[src/rtl/b13_serial_rx.sv]
// ---------------------------------------------------------------------------
// b13_serial_rx
//   Serial receiver for the b13 transmitter's data_out line. Recovers 10-bit
//   frames (start 0, eight data bits MSB first, stop 1) at a fixed bit period
//   and presents each byte with a valid/ack handshake.
//
// Ports
//   clock      in   sole clock, rising edge
//   reset_n    in   asynchronous active-low reset
//   rx_in      in   serial line, idle high, asynchronous to clock
//   rx_ack     in   consumer accepts the byte in rx_data
//   rx_data    out  [7:0] last good byte
//   rx_valid   out  rx_data holds an unacknowledged byte
//   dsr        out  ready for another byte (~rx_valid), to transmitter dsr
//   frame_err  out  one-cycle pulse when a stop bit samples as 0
//   overrun    out  sticky: an unacknowledged byte was overwritten
//   busy       out  receiver is inside a frame (any state but R_IDLE)
// ---------------------------------------------------------------------------
module b13_serial_rx #(
    parameter int BIT_PERIOD  = 106,
    parameter int HALF_PERIOD = BIT_PERIOD / 2
) (
    input  logic       clock,
    input  logic       reset_n,
    input  logic       rx_in,
    input  logic       rx_ack,
    output logic [7:0] rx_data,
    output logic       rx_valid,
    output logic       dsr,
    output logic       frame_err,
    output logic       overrun,
    output logic       busy
);

    typedef enum logic [1:0] {
        R_IDLE  = 2'b00,
        R_START = 2'b01,
        R_DATA  = 2'b10,
        R_STOP  = 2'b11
    } state_t;

    localparam logic [9:0] LP_HALF_LAST = 10'(HALF_PERIOD - 1);
    localparam logic [9:0] LP_BIT_LAST  = 10'(BIT_PERIOD - 1);

    logic       r_sync;
    logic       r_rx_s;
    logic       r_rx_s_d;
    state_t     r_state;
    state_t     w_state_next;
    logic [9:0] r_cnt;
    logic [2:0] r_bidx;
    logic [7:0] r_sh;
    logic [7:0] r_rx_data;
    logic       r_rx_valid;
    logic       r_frame_err;
    logic       r_overrun;
    logic       r_busy;

    logic w_fall;
    logic w_start_tick;
    logic w_data_tick;
    logic w_stop_tick;
    logic w_good_stop;
    logic w_bad_stop;
    logic w_ack;
    logic w_cnt_clear;

    // Falling edge needs the previous sample high, so a line left low after a
    // framing error cannot retrigger until it has gone back to idle.
    assign w_fall       = !r_rx_s && r_rx_s_d;
    assign w_start_tick = (r_state == R_START) && (r_cnt == LP_HALF_LAST);
    assign w_data_tick  = (r_state == R_DATA)  && (r_cnt == LP_BIT_LAST);
    assign w_stop_tick  = (r_state == R_STOP)  && (r_cnt == LP_BIT_LAST);
    assign w_good_stop  = w_stop_tick &&  r_rx_s;
    assign w_bad_stop   = w_stop_tick && !r_rx_s;
    assign w_ack        = rx_ack && r_rx_valid;

    // Counter restarts on every state entry and after each data bit; it is
    // parked at zero while idle.
    assign w_cnt_clear  = (w_state_next != r_state) || w_data_tick || (r_state == R_IDLE);

    // Two-flop synchroniser plus one delayed copy for edge detection.
    always_ff @(posedge clock or negedge reset_n) begin
        if (!reset_n) begin
            // NOTE: synchroniser flops reset to the idle line level so reset
            // release can never look like a start edge.
            r_sync   <= 1'b1;
            r_rx_s   <= 1'b1;
            r_rx_s_d <= 1'b1;
        end else begin
            // NOTE: sequential state uses non-blocking assignments so every
            // flop in the chain samples its pre-edge input.
            r_sync   <= rx_in;
            r_rx_s   <= r_sync;
            r_rx_s_d <= r_rx_s;
        end
    end

    always_ff @(posedge clock or negedge reset_n) begin
        if (!reset_n) begin
            r_state <= R_IDLE;
        end else begin
            r_state <= w_state_next;
        end
    end

    always_comb begin
        // NOTE: next state defaults to the current state before the case so
        // no path leaves it unassigned and no latch is inferred.
        w_state_next = r_state;
        case (r_state)
            R_IDLE:  if (w_fall)       w_state_next = R_START;
            R_START: if (w_start_tick) w_state_next = r_rx_s ? R_IDLE : R_DATA;
            R_DATA:  if (w_data_tick && (r_bidx == 3'd7)) w_state_next = R_STOP;
            R_STOP:  if (w_stop_tick)  w_state_next = R_IDLE;
            default:                   w_state_next = R_IDLE;
        endcase
    end

    // Bit timing and data path.
    always_ff @(posedge clock or negedge reset_n) begin
        if (!reset_n) begin
            r_cnt  <= '0;
            r_bidx <= '0;
            r_sh   <= '0;
        end else begin
            r_cnt <= w_cnt_clear ? 10'd0 : r_cnt + 10'd1;
            if (w_start_tick) begin
                r_bidx <= 3'd0;
            end else if (w_data_tick && (r_bidx != 3'd7)) begin
                r_bidx <= r_bidx + 3'd1;
            end
            // MSB arrives first, so shifting left leaves it in bit 7.
            if (w_data_tick) begin
                r_sh <= {r_sh[6:0], r_rx_s};
            end
        end
    end

    // Handshake and status outputs.
    always_ff @(posedge clock or negedge reset_n) begin
        if (!reset_n) begin
            r_rx_data   <= '0;
            r_rx_valid  <= 1'b0;
            r_frame_err <= 1'b0;
            r_overrun   <= 1'b0;
            r_busy      <= 1'b0;
        end else begin
            r_frame_err <= w_bad_stop;
            r_busy      <= (w_state_next != R_IDLE);
            if (w_good_stop) begin
                r_rx_data  <= r_sh;
                r_rx_valid <= 1'b1;
                // A same-cycle ack consumes the old byte, so nothing is lost.
                r_overrun  <= r_rx_valid && !rx_ack;
            end else if (w_ack) begin
                r_rx_valid <= 1'b0;
                r_overrun  <= 1'b0;
            end
        end
    end

    assign rx_data   = r_rx_data;
    assign rx_valid  = r_rx_valid;
    assign dsr       = ~r_rx_valid;
    assign frame_err = r_frame_err;
    assign overrun   = r_overrun;
    assign busy      = r_busy;

endmodule

[config.mk]
export PLATFORM = sky130hd
export DESIGN_NAME = b13_serial_rx
export DESIGN_NICKNAME = d
export VERILOG_FILES = /design/src/rtl/b13_serial_rx.sv
export SDC_FILE = /design/constraint.sdc
export NUM_CORES = 1
export LEC_CHECK = 0
export CAP_MARGIN = 20
export CORE_MARGIN = 2
export CORE_UTILIZATION = 55
export DETAILED_ROUTE_END_ITERATION = 8
export PLACE_DENSITY = 0.79
export SYNTH_ARGS = -nofsm -noshare
export SYNTH_HDL_FRONTEND = slang
export SYNTH_SLANG_ARGS = --single-unit
[constraint.sdc]
create_clock -name clock -period 1.95 [get_ports clock]
set_input_delay 0.4875 -clock clock [delete_from_list [all_inputs] [get_ports clock]]
set_output_delay 0.4875 -clock clock [all_outputs]
set_load 0.05 [all_outputs]
---- Yosys cells after proc, flatten, opt, wreduce, memory -nomap -nowiden ----
Cells that the tools add are included.
word-level totals
  logic and storage cells ................. 53
  register bits ........................... 38
  output and inout bits ................... 13
  input bits .............................. 4
operators by class
  reduce and logical (&&, ||, !) cells .... 18
  bitwise operators ....................... 1
  equality and inequality tests ........... 8
  add/subtract/negate cells ............... 2
  mux-type cells .......................... 12
operator list
  operator                                                                count
  10-bit by 1-bit adder with 10-bit output, second input constant         1
  10-bit by 6-bit equality test with 1-bit output, second input constant  1
  10-bit by 7-bit equality test with 1-bit output, second input constant  1
  1-bit logical AND                                                       10
  10-bit 2-to-1 mux                                                       1
  2-bit 2-to-1 mux                                                        5
  2-bit one-hot mux with 4 select lines                                   1
  3-bit 2-to-1 mux                                                        2
  2-bit nonzero test                                                      3
  2-bit equality test, second input constant                              2
  3-bit by 1-bit adder with 3-bit output, second input constant           1
  3-bit equality test, second input constant                              1
  1-bit 2-to-1 mux                                                        3
  3-bit inequality test, second input constant                            1
  2-bit by 1-bit equality test with 1-bit output, second input constant   1
  1-bit logical NOT                                                       2
  2-bit logical NOT                                                       1
  1-bit logical OR                                                        2
  2-bit inequality test                                                   1
  1-bit inverter                                                          1

---- Depth between registers and ports, before layout ----
  word-level depth ........................ 9
  mapped depth ............................ 7
  gate-level depth less buffers ........... 6

---- Worst setup path after synthesis ----
No wires, ideal clock.
  kind .................................... reg-to-reg
  from .................................... reg r_cnt[4]
  to ...................................... reg r_sh[0]
  clock period less this slack ............ 1.739 ns
  data required time ...................... 1.825 ns
  cell stages (with the launch flop) ...... 5
  buffers on the path ..................... 0
  path slack .............................. 0.211 ns
  library setup time ...................... 0.125 ns
  data arrival time ....................... 1.614 ns
  cell sequence ........................... dfrtp_1 and4bb_1 nand3_4 nor3b_4 mux2_2
on the way
  cells in the longest elaborated chain, start to end .. 2
ends and longest elaborated chain
  what                                             RTL line  RTL
  start, declared                                  50        logic [9:0] r_cnt;
  start signal, assigned                           127       r_cnt <= w_cnt_clear ? 10'd0 : r_cnt + 10'd1;
  10-bit by 7-bit equality test with 1-bit output  72        assign w_data_tick = (r_state == R_DATA) && (r_cnt == LP_BIT_LAST);
  1-bit logical AND                                72
  end signal, assigned                             135       r_sh <= {r_sh[6:0], r_rx_s};
  end, declared                                    52        logic [7:0] r_sh;
No other way between the ends.
A chain may end at the register's enable or synchronous reset.

---- Worst setup path after layout ----
  from .................................... reg r_cnt[1]
  to ...................................... reg r_sh[1]
The elaborated chain is that of the path after synthesis.

==> impl_results.md <==
* Met1 capacity usage during global routing at 26.7%
* Met3 usage in global routing at 4.59%
* Starting DRT DRC Count at 17
* Vias per std cell at 5.41
* DRC violations left at 0
* Slew at the pin closest to its max-slew limit at 0.486 ns
* Post-synth ARST share at 100%
* Root buffer cell: sky130_fd_sc_hd__clkbuf_4
* Fin Setup TNS at 0 ns
* Reg-to-reg critical path endpoint: r_sh[1]
* Final hold violation count at 0
* Clock transition at path regs at 0.11 ns
* Final setup violation count at 0
* Std-Cell Rows at 19
* Vertical die dimension at 59.1 um
* Tightest Hold Check Type: in2async
* Via count of the routed design at 1,054
* Largest net degree at the start of global routing at 39
* Netlist area before placement at 1670 um2
* Most frequent cells in the layout: 35 x sky130_fd_sc_hd__dfrtp_1, 20 x sky130_fd_sc_hd__buf_4, 16 x sky130_fd_sc_hd__nor2_1, 16 x sky130_fd_sc_hd__mux2_2, 7 x sky130_fd_sc_hd__nand2_1
* Cells on worst reg2reg path at 7
* Final layout net count at 172
* Power density cells at 822 nW/um2
* Data required time at the worst endpoint at 2.18 ns
* Post-synthesis net count at 142
* Starting density of the core at 59.0%
* # H-tree levels at 2
* Fmax at 547 MHz
* Result of the run: completed
* Post-route minimum period at 1.83 ns
* Yosys synthesis warning count at 0
* Total Routed Length at 2760 um
* Global-route wire length before repair at 4810 um
* TritonCTS clock tree: done
* Met2 Resource Use GR at 27.8%
* Fin Clk Skew at 0.00679 ns
* CP Depth at 7
* Final global-route overflow total at 0
* Netlist cell types at 33
* Pwr Total at 1.62 mW
* Final Cycle Share at 93.8%
* Register-to-register setup slack at 0.12 ns
* Buffer and inverter count on the worst path at 2
* RSZ-0062 raised after global routing: no
* Final weighted congestion in routability-driven placement at 0.702
* Slowest cell delay on critical path at 0.42 ns
* Sequential element share of the synthesized area at 57.2%
* Sink Count at 38
* Relative contribution of combinational cells to total power at 18.1%
* Count of flip-flops with a built-in enable after synthesis at 0
* Number of hold buffers added after cts at 0
* Slowest stage cell on the critical path: sky130_fd_sc_hd__dfrtp_1
* Proportion of layout cells with a drive suffix above 1 at 35.4%
* Post-synthesis cell count at 133
* Syn_area_per_cell at 12.6 um2
* Clock insertion delay at the later pin of the skew report at 0.34 ns
* Final routed wire length divided by cell count at 14.1 um
* Floorplan core area at 2830 um2
* Crit-path max FO at 6
* Post-detail-place hpwl at 1900 um
* I/O pin total at 17
* Total net switching power at 0.466 mW
* Count of input and output buffers at 16
* Reg power frac at 55.6%
* Most common cell after layout, fill and taps aside: sky130_fd_sc_hd__dfrtp_1
* Crit Reg-Reg Startpoint: r_cnt[1]
* Global routing usage summed across all routing layers at 18.7%
* Top delay family on crit path: simple AND/OR/NAND/NOR gates
* Number of register bits inferred by synthesis at 38
* Clock buffers created by TritonCTS at 5
* Leakage dissipation at 0.984 nW
* Critical path capture point type: register
* Chain of cells forming the critical path: inv_1, ha_1, and2_1, nand3_4, nor3b_4, buf_6, mux2_2
* Max Buffers Root-to-Sink at 2
* Floorplan die area at 3490 um2
* Via count of the first global-routing pass at 1,066
* Area added between synthesis and finish at 18.0%
* Internal power of the cells at 1.15 mW
* Endpoint arrival time on the critical path at 2.06 ns
* Clock share of power at 26.3%
* Flip-flop cell with the highest count after synthesis: sky130_fd_sc_hd__dfrtp_1
* Maximum Capacitance Violations at 0
* Startpoint-to-endpoint class of the critical path: reg2reg
* ANT nets after route at 0
* Most heavily used metal layer in global routing: met2
* Net switching fraction of the power at 28.8%
* Worst relative slew slack at 67.7%
* Length of the first detailed-routing pass in iterations at 3
* Chip width at 59.1 um
* Nature of the critical path startpoint: register
* Number of slew-limit violations in the final report at 0
* Peak supply drop at 0.534 mV
* Diodes inserted at 0
* Initial antenna violation count at 0
[timing repair]
item                       in CTS  in global routing
resized for setup               2                  2
setup endpoints to repair       3                  7
pin swaps                       1                  1
setup buffers                   2                  2
[Yosys cell counts, types with 4 or more instances]
cell type                 number  area [um2]
sky130_fd_sc_hd__dfrtp_1      35         876
sky130_fd_sc_hd__ha_1          5        62.6
sky130_fd_sc_hd__inv_1         6        22.5
sky130_fd_sc_hd__mux2_2       16         180
sky130_fd_sc_hd__nand2_1       7        26.3
sky130_fd_sc_hd__nor2_1       16        60.1
sky130_fd_sc_hd__xnor2_1       4        35.0
sky130_fd_sc_hd__xor2_1        5        43.8
[kinds of logic (layout without fill, tap and decap cells)]
logic type | count (synthesis) | after routing | synth area share [%]
AOI/OAI and AO/OA | 8 | 8 | 3.52
muxes | 19 | 19 | 12.6
adders and majority gates | 5 | 5 | 3.75
buffers and inverters | 9 | 40 | 2.02
and+or+nand+nor | 45 | 45 | 16.3
xor gates and xnor gates | 9 | 9 | 4.72
DFF | 38 | 38 | 57.2
[power groups by stage]
stage | Sequential [mW] | Clock [mW] | Combinational (mW)
2_1_floorplan | 0.935 | 0 | 0.148
3_3_place_gp | 0.913 | 0 | 0.277
3_5_place_dp | 0.916 | 0 | 0.292
4_1_cts | 0.901 | 0.440 | 0.294
5_1_grt | 0.914 | 0.476 | 0.330
6_report | 0.901 | 0.426 | 0.293
[layer usage]
metal / routed length (um) / share of wire, %
met1: 1320 / 48
met2: 1300 / 47
met5: 0 / 0
met3: 99 / 3.6
met4: 41 / 1.5
[worst max path at each step]
stage          startpoint       to  slack, ns
2_1_floorplan    r_cnt[4]  r_sh[0]       0.21
3_3_place_gp     r_cnt[1]  r_sh[7]       0.12
3_5_place_dp     r_cnt[1]  r_sh[1]      0.005
4_1_cts          r_cnt[1]  r_sh[1]       0.07
5_1_grt          r_cnt[1]  r_sh[1]       0.01
6_report         r_cnt[1]  r_sh[1]       0.12
[through the flow]
stage	hold WS [ns]	area, um2	utilization, %	setup slack, ns	cells
floorplan	0.192	1670	-	0.211	133
global placement	0.346	1870	66.1	0.115	183
detailed placement	0.352	1870	66.1	0.00482	183
CTS	0.177	1950	68.8	0.0746	193
global route	0.196	1970	69.7	0.0113	195
finish	0.175	1970	69.7	0.120	195
[area by class of cell]
cell class	instances	area, um2
flip-flops and latches	38	955
fillers	218	858
multi-input cells	86	687
repair buffers	26	204
clock buffers	6	51.3
well taps	31	38.8
inverters	6	22.5
clock inverters	2	12.5
[state kept, by name (all words and copies together), names as in the netlist]
register,count
overrun,1
r_rx_s_d,1
rx_data,8
frame_err,1
r_rx_s,1
r_state,2
r_sync,1
r_cnt,10
rx_valid,1
r_bidx,3
busy,1
r_sh,8
Power figures use the tool's default switching activity.
